[config.mk]
export PLATFORM = sky130hd
export DESIGN_NAME = beep_pattern_ctrl_flat
export DESIGN_NICKNAME = d
export VERILOG_FILES = /design/src/rtl/beep_pattern_ctrl_if.sv /design/src/rtl/beep_pattern_ctrl.sv /design/src/flat_wrapper.sv
export SDC_FILE = /design/constraint.sdc
export NUM_CORES = 1
export LEC_CHECK = 0
export ABC_AREA = 1
export BUFFER_PORTS_ARGS = -buffer_cell sky130_fd_sc_hd__buf_4
export CAP_MARGIN = 20
export CORE_MARGIN = 4
export CORE_UTILIZATION = 50
export CTS_CLUSTER_DIAMETER = 40
export DETAILED_ROUTE_END_ITERATION = 7
export GPL_ROUTABILITY_DRIVEN = 0
export GPL_TIMING_DRIVEN = 0
export PLACE_DENSITY = 0.77
export SETUP_SLACK_MARGIN = 0.5
export SLEW_MARGIN = 10
export SYNTH_ARGS = -nofsm -noshare
export SYNTH_HDL_FRONTEND = slang
export SYNTH_SLANG_ARGS = --single-unit
[constraint.sdc]
create_clock -name clk -period 2.52 [get_ports clk]
set_input_delay 0.126 -clock clk [delete_from_list [all_inputs] [get_ports clk]]
set_output_delay 0.126 -clock clk [all_outputs]
set_load 0.005 [all_outputs]
[src/rtl/beep_pattern_ctrl_if.sv]
// Alert request / buzzer control bundle shared by beep_pattern_ctrl and its requesters.
// master drives the requests, slave (the controller) drives the buzzer side.
interface beep_pattern_ctrl_if;
  logic [2:0]  req;
  logic [2:0]  grant;
  logic        busy;
  logic        tone_en;
  logic [15:0] tone_div;
  logic        done;

  modport master (output req, input grant, busy, tone_en, tone_div, done);
  modport slave  (input req, output grant, busy, tone_en, tone_div, done);
endinterface

[src/rtl/beep_pattern_ctrl.sv]
// Priority buzzer pattern controller: three alert sources, each with a fixed beep pattern.
// Optional macro BEEP_PREEMPT_EN lets a higher-priority pending alert abort the current pattern.
module beep_pattern_ctrl #(
  parameter int TICK_CYC = 50_000
) (
  input  logic               clk,
  input  logic               rst_n,
  beep_pattern_ctrl_if.slave bus
);

  localparam int               TICK_W   = (TICK_CYC > 1) ? $clog2(TICK_CYC) : 1;
  localparam logic [TICK_W-1:0] TICK_MAX = TICK_W'(TICK_CYC - 1);
  localparam logic [7:0]       GAP_MS   = 8'd200;

  typedef enum logic [1:0] {IDLE, ON, OFF, GAP} state_t;

  state_t            state_reg;
  logic [2:0]        req_d_reg;
  logic [2:0]        armed_reg;
  logic [2:0]        pending_reg;
  logic [2:0]        grant_reg;
  logic [1:0]        beeps_left_reg;
  logic [TICK_W-1:0] tick_reg;
  logic [7:0]        ms_reg;
  logic              tone_en_reg;
  logic [15:0]       tone_div_reg;
  logic              done_reg;

  logic [2:0]  req_edge;
  logic [2:0]  pick;
  logic [2:0]  take;
  logic [2:0]  pending_next;
  logic [15:0] pick_div;
  logic [1:0]  pick_beeps;
  logic [7:0]  on_ms;
  logic [7:0]  off_ms;
  logic [7:0]  dur_ms;
  logic        last_cyc;
  logic        preempt;

  // armed_reg keeps a level that was already high at reset release from counting as an edge
  generate
    for (genvar gi = 0; gi < 3; gi++) begin : g_bit
      assign req_edge[gi]     = bus.req[gi] & ~req_d_reg[gi] & armed_reg[gi];
      assign pending_next[gi] = (pending_reg[gi] | req_edge[gi]) & ~take[gi];
    end
  endgenerate

  always_comb begin
    pick = 3'b000;
    if (pending_reg[2])      pick = 3'b100;
    else if (pending_reg[1]) pick = 3'b010;
    else if (pending_reg[0]) pick = 3'b001;
  end

  assign take = (state_reg == IDLE) ? pick : 3'b000;

  always_comb begin
    pick_div   = 16'd0;
    pick_beeps = 2'd0;
    case (pick)
      3'b001:  begin pick_div = 16'd8332;  pick_beeps = 2'd0; end
      3'b010:  begin pick_div = 16'd12499; pick_beeps = 2'd1; end
      3'b100:  begin pick_div = 16'd6249;  pick_beeps = 2'd2; end
      default: begin pick_div = 16'd0;     pick_beeps = 2'd0; end
    endcase
  end

  always_comb begin
    on_ms  = 8'd0;
    off_ms = 8'd0;
    case (grant_reg)
      3'b001:  begin on_ms = 8'd100; off_ms = 8'd0;   end
      3'b010:  begin on_ms = 8'd100; off_ms = 8'd100; end
      3'b100:  begin on_ms = 8'd50;  off_ms = 8'd50;  end
      default: begin on_ms = 8'd0;   off_ms = 8'd0;   end
    endcase
  end

  always_comb begin
    dur_ms = 8'd0;
    case (state_reg)
      ON:      dur_ms = on_ms;
      OFF:     dur_ms = off_ms;
      GAP:     dur_ms = GAP_MS;
      default: dur_ms = 8'd0;
    endcase
  end

  assign last_cyc = (tick_reg == TICK_MAX) && (ms_reg == dur_ms - 8'd1);

`ifdef BEEP_PREEMPT_EN
  logic [2:0] higher_mask;
  assign higher_mask = {grant_reg[1] | grant_reg[0], grant_reg[0], 1'b0};
  assign preempt     = (state_reg != IDLE) && (|(pending_reg & higher_mask));
`else
  assign preempt = 1'b0;
`endif

  always_ff @(posedge clk or negedge rst_n) begin
    if (!rst_n) begin
      state_reg      <= IDLE;
      req_d_reg      <= 3'b000;
      armed_reg      <= 3'b000;
      pending_reg    <= 3'b000;
      grant_reg      <= 3'b000;
      beeps_left_reg <= 2'd0;
      tick_reg       <= '0;
      ms_reg         <= 8'd0;
      tone_en_reg    <= 1'b0;
      tone_div_reg   <= 16'd0;
      done_reg       <= 1'b0;
    end else begin
      req_d_reg   <= bus.req;
      armed_reg   <= armed_reg | ~bus.req;
      pending_reg <= pending_next;
      done_reg    <= 1'b0;

      if (state_reg != IDLE) begin
        if (tick_reg == TICK_MAX) begin
          tick_reg <= '0;
          ms_reg   <= ms_reg + 8'd1;
        end else begin
          tick_reg <= tick_reg + 1'b1;
        end
      end

      if (preempt) begin
        // abandoned pattern is dropped silently; the winner is arbitrated from IDLE next cycle
        state_reg   <= IDLE;
        grant_reg   <= 3'b000;
        tone_en_reg <= 1'b0;
        tick_reg    <= '0;
        ms_reg      <= 8'd0;
      end else begin
        case (state_reg)
          IDLE: begin
            if (|pending_reg) begin
              state_reg      <= ON;
              grant_reg      <= pick;
              tone_div_reg   <= pick_div;
              beeps_left_reg <= pick_beeps;
              tone_en_reg    <= 1'b1;
              tick_reg       <= '0;
              ms_reg         <= 8'd0;
            end
          end
          ON: begin
            if (last_cyc) begin
              state_reg   <= (beeps_left_reg != 2'd0) ? OFF : GAP;
              tone_en_reg <= 1'b0;
              tick_reg    <= '0;
              ms_reg      <= 8'd0;
            end
          end
          OFF: begin
            if (last_cyc) begin
              state_reg      <= ON;
              beeps_left_reg <= beeps_left_reg - 2'd1;
              tone_en_reg    <= 1'b1;
              tick_reg       <= '0;
              ms_reg         <= 8'd0;
            end
          end
          GAP: begin
            if (last_cyc) begin
              state_reg <= IDLE;
              grant_reg <= 3'b000;
              done_reg  <= 1'b1;
              tick_reg  <= '0;
              ms_reg    <= 8'd0;
            end
          end
          default: state_reg <= IDLE;
        endcase
      end
    end
  end

  assign bus.grant    = grant_reg;
  assign bus.busy     = (state_reg != IDLE);
  assign bus.tone_en  = tone_en_reg;
  assign bus.tone_div = tone_div_reg;
  assign bus.done     = done_reg;

endmodule
[src/flat_wrapper.sv]
// flat-port wrapper written by rule: the top's interface ports become plain ports
module beep_pattern_ctrl_flat 
#(
  parameter int TICK_CYC = 50_000
)
  (clk, rst_n, bus_req, bus_grant, bus_busy, bus_tone_en, bus_tone_div, bus_done);
  beep_pattern_ctrl_if bus_i ();
  input  logic clk;
  input  logic rst_n;
  input wire logic [$bits(bus_i.req)-1:0] bus_req;
  output wire logic [$bits(bus_i.grant)-1:0] bus_grant;
  output wire logic [$bits(bus_i.busy)-1:0] bus_busy;
  output wire logic [$bits(bus_i.tone_en)-1:0] bus_tone_en;
  output wire logic [$bits(bus_i.tone_div)-1:0] bus_tone_div;
  output wire logic [$bits(bus_i.done)-1:0] bus_done;
  assign bus_i.req = bus_req;
  assign bus_grant = bus_i.grant;
  assign bus_busy = bus_i.busy;
  assign bus_tone_en = bus_i.tone_en;
  assign bus_tone_div = bus_i.tone_div;
  assign bus_done = bus_i.done;
  beep_pattern_ctrl #(.TICK_CYC(TICK_CYC)) u_core (.clk(clk), .rst_n(rst_n), .bus(bus_i));
endmodule
# Word-level counts from Yosys, hierarchy flattened

Cells that the tools add are included.

Mux-type cells: 37
Eq/ne operators: 15
Bitwise logic cells: 20
Add/sub/neg operators: 4
Reductions and logical operators: 15

Operator list:

| cell                    | count |
|---|---|
| $mux W16                | 4 |
| $pmux W14 S3            | 1 |
| $mux W8                 | 4 |
| $pmux W16 S2            | 1 |
| $pmux W7 S2             | 2 |
| $pmux W8 S3             | 1 |
| $add A16 B1 Y16 const B | 1 |
| $eq A16 B16 Y1 const B  | 1 |
| $pmux W8 S2             | 1 |
| $mux W2                 | 7 |
| $mux W3                 | 4 |
| $and A1 B1 Y1           | 9 |
| $add A8 B1 Y8 const B   | 1 |
| $eq A8 B8 Y1            | 1 |
| $pmux W2 S2             | 2 |
| $pmux W2 S4             | 1 |
| $reduce_and A4 Y1       | 2 |
| $reduce_bool A2 Y1      | 4 |
| $sub A8 B1 Y8 const B   | 1 |
| $mux W1                 | 7 |
| $eq A3 B1 Y1 const B    | 2 |
| $eq A3 B2 Y1 const B    | 2 |
| $eq A3 B3 Y1 const B    | 2 |
| $ne A2 B1 Y1 const B    | 3 |
| other kinds (17)        | 27 |

Output and inout bits: 22
Logic and storage cells: 102
Register bits: 58

# Longest topological paths before layout

Gate-level depths: netlist of run 1.

Depth in word-level cells: 9
Gate-level depth with buffers: 19
Mapped depth without buffers: 19

# Worst setup path before layout of run 1

No wires, ideal clock.

Path type: flip-flop to flip-flop
Start point: reg u_core.state_reg[1]
End point: reg u_core.tone_en_reg (netlist: u_core.bus.tone_en)
Path slack: 0.335 ns
Clock period less this slack: 2.185 ns
Arrival time: 2.069 ns
Setup time: 0.116 ns
Path buffers: 0
Required time: 2.404 ns
Stages on the path, launching flop included: 18
Path through: dfrtp_1 -> nand2_1 -> nand2_2 -> nor2_4 -> inv_1 -> ha_1 -> nand2_1 -> nand2_1 -> nor2_1 -> nand3_1 -> nor2_1 -> nand3_1 -> nor2_2 -> nand2_2 -> nand2_4 -> nand3_1 -> nand2_1 -> nand2_1

Cells in the longest elaborated chain, start to end: 7
Elaborated cells between the ends (all ways): 14

RTL lines:

| item                                 | line                     | source |
|---|---|---|
| start: declaration                   | beep_pattern_ctrl.sv:17  | `state_t state_reg;` |
| start signal: assignment             | beep_pattern_ctrl.sv:150 | `state_reg <= (beeps_left_reg != 2'd0) ? OFF : GAP;` |
| $eq A2 B2 Y1 (tied with other cells) | beep_pattern_ctrl.sv:82  | `case (state_reg)` |
| $pmux W8 S3                          | beep_pattern_ctrl.sv:82  |  |
| $sub A8 B1 Y8                        | beep_pattern_ctrl.sv:90  | `assign last_cyc = (tick_reg == TICK_MAX) && (ms_reg == dur_ms - 8'd1);` |
| $eq A8 B8 Y1                         | beep_pattern_ctrl.sv:90  |  |
| $logic_and A1 B1 Y1                  | beep_pattern_ctrl.sv:90  |  |
| $ne A2 B1 Y1 (no line)               | -                        |  |
| $reduce_and A4 Y1 (no line)          | -                        |  |
| end signal: assignment               | beep_pattern_ctrl.sv:110 | `tone_en_reg <= 1'b0;` |
| end signal: assignment               | beep_pattern_ctrl.sv:132 | `tone_en_reg <= 1'b0;` |
| end signal: assignment               | beep_pattern_ctrl.sv:143 | `tone_en_reg <= 1'b1;` |
| end: declaration                     | beep_pattern_ctrl.sv:25  | `logic tone_en_reg;` |

Several ways; a longest one is shown, not always the timed one.
A chain may end at the register's enable or synchronous reset.

# Final worst setup path of run 1

Start point: reg u_core.state_reg[0]
End point: reg u_core.ms_reg[7]

Cells in the longest elaborated chain, start to end: 7
Elaborated cells between the ends (all ways): 14

RTL lines:

| item                                         | line                                                                         | source |
|---|---|---|
| $eq A2 B2 Y1 or $eq A2 B1 Y1 (tied branches) | beep_pattern_ctrl.sv:82, beep_pattern_ctrl.sv:136                            |  |
| $pmux W8 S3                                  | beep_pattern_ctrl.sv:82                                                      |  |
| $sub A8 B1 Y8                                | beep_pattern_ctrl.sv:90                                                      |  |
| $eq A8 B8 Y1                                 | beep_pattern_ctrl.sv:90                                                      |  |
| $logic_and A1 B1 Y1                          | beep_pattern_ctrl.sv:90                                                      |  |
| $mux W8                                      | beep_pattern_ctrl.sv:149, beep_pattern_ctrl.sv:157, beep_pattern_ctrl.sv:166 |  |
| $pmux W8 S2 (*)                              | beep_pattern_ctrl.sv:136                                                     | `case (state_reg)` |
| end signal: assignment                       | beep_pattern_ctrl.sv:122                                                     | `ms_reg <= ms_reg + 8'd1;` |
| end: declaration                             | beep_pattern_ctrl.sv:24                                                      | `logic [7:0] ms_reg;` |

Mark *: on every way between the ends. The rest lies on a longest branch, timed or not.

==> results.cfg, run 1 <==
[route]
wl_per_cell_um = 13.2
wl_um = 6160
vias = 2361
drtAntennaViolNets = 0
routed_via_density = 5.07
drt_iter0_drc = 172
drc = 0
drtPass1Iterations = 4

[floorplanning]
die_h_um = 80.6
die_width_um = 80.6
core-area_um2 = 5110
die_area_um2 = 6500
io_pins = 27
rows = 26
initial_core_util = 0.516

[global_route]
gr-usage-met1 = 0.269
grt_start_max_net_pins = 49
grt_pass1_wl_um = 10200
grtUsageMet2 = 0.326
top_usage_layer = met2
grt_pass1_vias = 2234
antenna_found_initial = 0
grt-ovfl-total = 0
grt_use_met3 = 0.0504
gr-usage-all-layers = 0.203

[synth]
syn_avg_cell_area_um2 = 7.62
yosys.cell_types.count = 33
synthesis.instances = 346
seq_area_frac_synth = 0.456
netlist_area_um2 = 2640
async_reset_ff_frac = 1.00
ys_warn_count = 0
synth_seq_cells = 48
synth_edf_count = 0
ys.flop_type = dfrtp_1

[critical_path]
cp_slowest_cell = dfrtp_2
slowest_delay_ns = 0.48
crit_fanout = 6
cp-start-kind = register
required_ns = 2.73
crit_type = reg -> reg
path_cells = inv_4 > nand2_4 > nor2_4 > a21oi_2 > ha_4 > nor2_1 > nor2_1 > nand3_1 > nor2_1 > nand3_1 > nor2_4 > nand2_4 > nand2_4 > buf_4 > o21ai_2
critPathArrivalTime_ns = 2.50
end_kind = register

[sta]
setup_viol_count_final = 0
finalWorstPathRequiredPeriod_ns = 2.29
period_share = 0.909
worst_pin_slew_ns = 0.587
max_slew_margin = 0.608
hold_violations = 0
rsz0062_at_grt = true
slew_viol_final = 0
setup_tns_ns = 0
clock_skew_ns = 0.00708
max_freq_ghz = 0.436

[clock_tree]
clock_latency_ns = 0.31
cts-htree-levels = 2
cts_buffers = 5
cts_sinks = 48
ctsRootBufferMaster = clkbuf_8
cts.clk_slew.worst_paths_ns = 0.09
tritoncts = yes
clockBufferDepth = 2

[power]
pwr-share-seq = 0.520
switching_share = 0.202
p_int_mw = 1.19
clockPowerShare = 0.457
ir_worst_vdd_mv = 0.405
p_per_area_nw_per_um2 = 443
leakagePower_nw = 1.63
finalPower_mw = 1.49
power.switching_mw = 0.301
power_frac_comb = 0.024

[final_layout]
regArea_um2 = 1210
areaGrowthSynthToFinish_pct = 27.2
n_antenna_cell = 0
fin_nets = 404
final_core_util = 0.657
finalInstanceArea_um2 = 3350
largest_reg_flops = 16
drive_gt1_frac = 0.250
multi_input_area_um2 = 1340
fillers = 415

[status]
status = completed

[place]
dp_hpwl_um = 3970
io_buffers = 21
place_area_um2 = 2900

[worst_hold_path]
hp-class = in -> async

[flow_run]
cap_viol_max_count = 0
-- cell type report --
| type | instances | area share |
|---|---|---|
| Buffer | 12 | 0.0250 |
| Clock buffer | 5 | 0.0205 |
| Clock inverter | 3 | 0.0205 |
| Inverter | 50 | 0.0578 |
| Multi-Input combinational cell | 241 | 0.399 |
| Sequential cell | 48 | 0.360 |
| Tap cell | 70 | 0.0261 |
| Timing Repair Buffer | 37 | 0.0906 |
-- critical path, delay by kind of cell (launching register included) --
kind,cells,cell delay [ns]
AO/OA/AOI/OAI,2,0.11
adder cells (fa/ha/maj),1,0.27
buffers and inverters,2,0.24
flip-flops,1,0.48
AND/OR/NAND/NOR,10,1.09
-- through the flow --
| stage | worst slack (ns) | cells | hold slack [ns] |
|---|---|---|---|
| after global placement | 0.0409 | 441 | 0.171 |
| after detailed placement | 0.0295 | 441 | 0.171 |
| after CTS | 0.310 | 462 | 0.381 |
| final | 0.229 | 466 | 0.383 |
| after global routing | 0.0414 | 466 | 0.420 |
| after floorplan | 0.353 | 350 | -0.170 |
-- per-layer routing --
layer / share of wire / vias up / routed length [µm]
met2: 0.50 / 45 / 3100
li1: - / 1186 / -
met3: 0.045 / 9 / 277
met5: 0 / - / 0
met1: 0.44 / 1121 / 2690
met4: 0.014 / 0 / 89
-- final timing paths --
kind	from	depth (start not counted)	end	slack [ns]
max	u_core.state_reg[0]	15	u_core.ms_reg[7]	0.23
min	rst_n	2	u_core.bus.tone_div[11]	0.38
max reg2reg	u_core.state_reg[0]	15	u_core.ms_reg[7]	0.23
min reg2reg	u_core.armed_reg[2]	2	u_core.armed_reg[2]	0.47
max in group asynchronous	rst_n	2	u_core.state_reg[1]	1.72
min in group clk	u_core.armed_reg[2]	2	u_core.armed_reg[2]	0.47
-- power groups by stage --
stage                     Clock (mW)  Sequential, mW  Combinational [mW]
after floorplan                    0           0.788             0.00885
after global placement             0           0.788              0.0301
after detailed placement           0           0.788              0.0308
after CTS                      0.689           0.773              0.0357
after global routing           0.718           0.773              0.0401
final                          0.679           0.772              0.0352
-- synthesized netlist by cell type, drive strengths merged (4+ instances only) --
cell type,number,area [µm²]
inv,49,184
nand4,9,56.3
xor2,8,77.6
nor4,4,31.3
nor2,49,199
nor3,7,35.0
a21oi,14,70.1
buf,10,75.1
dfrtp,48,1200
nand3,28,140
nand2,88,345
ha,4,50.1
o21ai,14,73.8
-- cell families (layout without fill, tap and decap cells) --
logic type,Yosys count,in the layout,share of synthesized area
multiplexers,1,1,0.00380
adder cells (fa/ha/maj),4,4,0.0190
AND/OR/NAND/NOR,189,190,0.319
other,1,5,0.00142
XOR/XNOR,9,9,0.0328
flip-flops,48,48,0.456
buffers and inverters,62,107,0.103
AO/OA/AOI/OAI,32,32,0.0660
-- cells in the final DEF (no fill, tap or decap), drive strengths merged, types with 2 or more instances in the layout --
cell / netlist / routed
nand3: 28 / 28
nor4: 4 / 4
nand2: 88 / 89
nor2: 49 / 49
dlygate4sd3: 0 / 4
xor2: 8 / 8
ha: 4 / 4
buf: 10 / 43
nor3b: 2 / 2
conb: 1 / 5
bufinv: 0 / 2
inv: 49 / 50
nand4: 9 / 9
nor3: 7 / 7
o22ai: 2 / 2
clkbuf: 2 / 7
a21oi: 14 / 14
dfrtp: 48 / 48
o21ai: 14 / 14
-- timing repair --
item	4_1_cts	5_1_grt
setup buffers	8	4
gates cloned	1	0
pin swaps	9	1
endpoints found under the setup margin	17	27
hold buffers	4	0
gates resized for setup	33	15
endpoints found under the hold margin	54	0
Note: power is estimated with default switching activity, not from simulation.
==> inputs of run 2 (changes only) <==
REMOVE_ABC_BUFFERS = 1   (was default)
==> run 2 against run 1 <==
- critical path depth is 2 higher
- total power decreased by 6.0%
- clock skew fell by 0.00058 ns
- cell area increased by 3.0%
- utilization increased by 2.0 points
- register-to-register slack worse by 0.12 ns
- largest cell class unchanged
- maximum frequency shrank 5.1%
- first-iteration DRC count rose by 4.1%
- die area stayed put
==> results.cfg, run 2 (synthesis results as in run 1) <==
[final_layout]
drive_gt1_frac = 0.303
finalInstanceArea_um2 = 3450
layout_common_cells = nand2_1 (74), buf_4 (47), dfrtp_1 (45)
n_antenna_cell = 0
fin_nets = 408
fillers = 408
areaGrowthSynthToFinish_pct = 31.0
largest_reg_flops = 16
instances_no_fill = 470
layout_commonest_cell = nand2_1

[critical_path]
rr_worst_depth = 17
crit_fanout = 5
critPathArrivalTime_ns = 2.63
worstReg2RegStart = u_core.state_reg[0]
required_ns = 2.73
r2r-end = u_core.state_reg[1]
cp-start-kind = register
crit_type = reg -> reg
reg2reg_slack_ns = 0.11
end_kind = register

[sta]
setup_viol_count_final = 0
finalWorstPathRequiredPeriod_ns = 2.41
clock_skew_ns = 0.00650
rsz0062_at_grt = true
max_slew_margin = 0.589
max_freq_ghz = 0.414
hold_violations = 0
worst_pin_slew_ns = 0.616
slew_viol_final = 0
period_share = 0.958

[status]
status = completed

[place]
dp_hpwl_um = 3900
io_buffers = 21
dpl.cell_count = 429
place_area_um2 = 2810

[route]
drtPass1Iterations = 5
drc = 0
drtAntennaViolNets = 0
drt_iter0_drc = 179
wl_per_cell_um = 15.3
routed_via_density = 5.50
vias = 2583
wl_um = 7200

[clock_tree]
cts_buffers = 5
cts.clk_slew.worst_paths_ns = 0.09
clock_latency_ns = 0.31
clockBufferDepth = 2
cts-htree-levels = 2
cts_sinks = 48
ctsRootBufferMaster = clkbuf_8
tritoncts = yes

[worst_hold_path]
hp-class = in -> async

[power]
p_per_area_nw_per_um2 = 404
leakagePower_nw = 1.64
ir_worst_vdd_mv = 0.286

[floorplanning]
core-area_um2 = 5110
die_area_um2 = 6500
rows = 26
die_h_um = 80.6
io_pins = 27
initial_core_util = 0.516
die_width_um = 80.6

[global_route]
antenna_found_initial = 0
grt_start_max_net_pins = 49
grt-ovfl-total = 0
gr-usage-all-layers = 0.225
grt_pass1_vias = 2365
grt_pass1_wl_um = 11100

[flow_run]
cap_viol_max_count = 0
==> run 2: per-stage QoR <==
stage / setup WS (ns) / util / hold slack (ns) / total power, mW / setup TNS (ns)
2_1_floorplan: 0.215 / - / -0.170 / 0.791 / 0
4_1_cts: 0.317 / 0.630 / 0.383 / 1.40 / 0
5_1_grt: 0.0521 / 0.676 / 0.426 / 1.44 / 0
6_report: 0.105 / 0.676 / 0.360 / 1.40 / 0
3_5_place_dp: -0.179 / 0.551 / 0.184 / 0.813 / -1.20
3_3_place_gp: -0.129 / 0.551 / 0.178 / 0.812 / -0.452
==> run 2: power breakdown <==
part | internal (mW) | switching [mW]
logic | 0.00907 | 0.0201
registers | 0.772 | 0.000584
clock network | 0.325 | 0.270
==> run 2: routing by layer <==
| layer | track usage | up-vias | part of all wire |
|---|---|---|---|
| li1 | - | 1200 | - |
| met1 | 0.275 | 1245 | 0.41 |
| met2 | 0.374 | 108 | 0.50 |
| met3 | 0.0583 | 30 | 0.058 |
| met4 | 0.0946 | 0 | 0.039 |
| met5 | 0 | - | 0 |
==> run 2: how the worst max path moves through the flow <==
stage,cells after the start,to,slack [ns],from
finish,17,u_core.state_reg[1],0.11,u_core.state_reg[0]
global route,17,u_core.beeps_left_reg[1],0.05,u_core.state_reg[0]
CTS,17,u_core.bus.tone_en,0.32,u_core.bus.grant[0]
detailed placement,18,u_core.bus.tone_en,-0.18,u_core.state_reg[0]
global placement,18,u_core.bus.tone_en,-0.13,u_core.state_reg[0]
floorplan,18,u_core.bus.tone_en,0.21,u_core.state_reg[0]
==> run 2: cell type report <==
class	count	area, µm²	share of cell area
repair buffers	53	415	0.120
multi-input cells	241	1430	0.415
well taps	70	87.6	0.0254
clock inverters	2	38.8	0.0112
flip-flops and latches	48	1200	0.349
inverters	50	193	0.0558
clock buffers	6	82.6	0.0239
==> run 2: critical path, cell delays in order, from the launching register on <==
cell and delay (ns):
dfrtp_2 0.47, inv_4 0.08, nand2_4 0.09, nand2_2 0.08
nor2_4 0.11, inv_2 0.06, ha_4 0.24, nand2_2 0.08
nand2_2 0.05, nor2_2 0.08, nand3_1 0.09, nor2_2 0.16
nand3_2 0.10, nor2_4 0.14, nand2_4 0.13, buf_4 0.18
o21ai_2 0.10, inv_1 0.05
==> run 2: timing repair <==
item                                    in CTS  in global routing
hold buffers                                 4                  0
endpoints found under the hold margin       54                  0
buffers inserted                            14                 14
resized for setup                           34                 38
endpoints found under the setup margin      24                 24
pin swaps                                   18                 18
cloned                                       1                  0
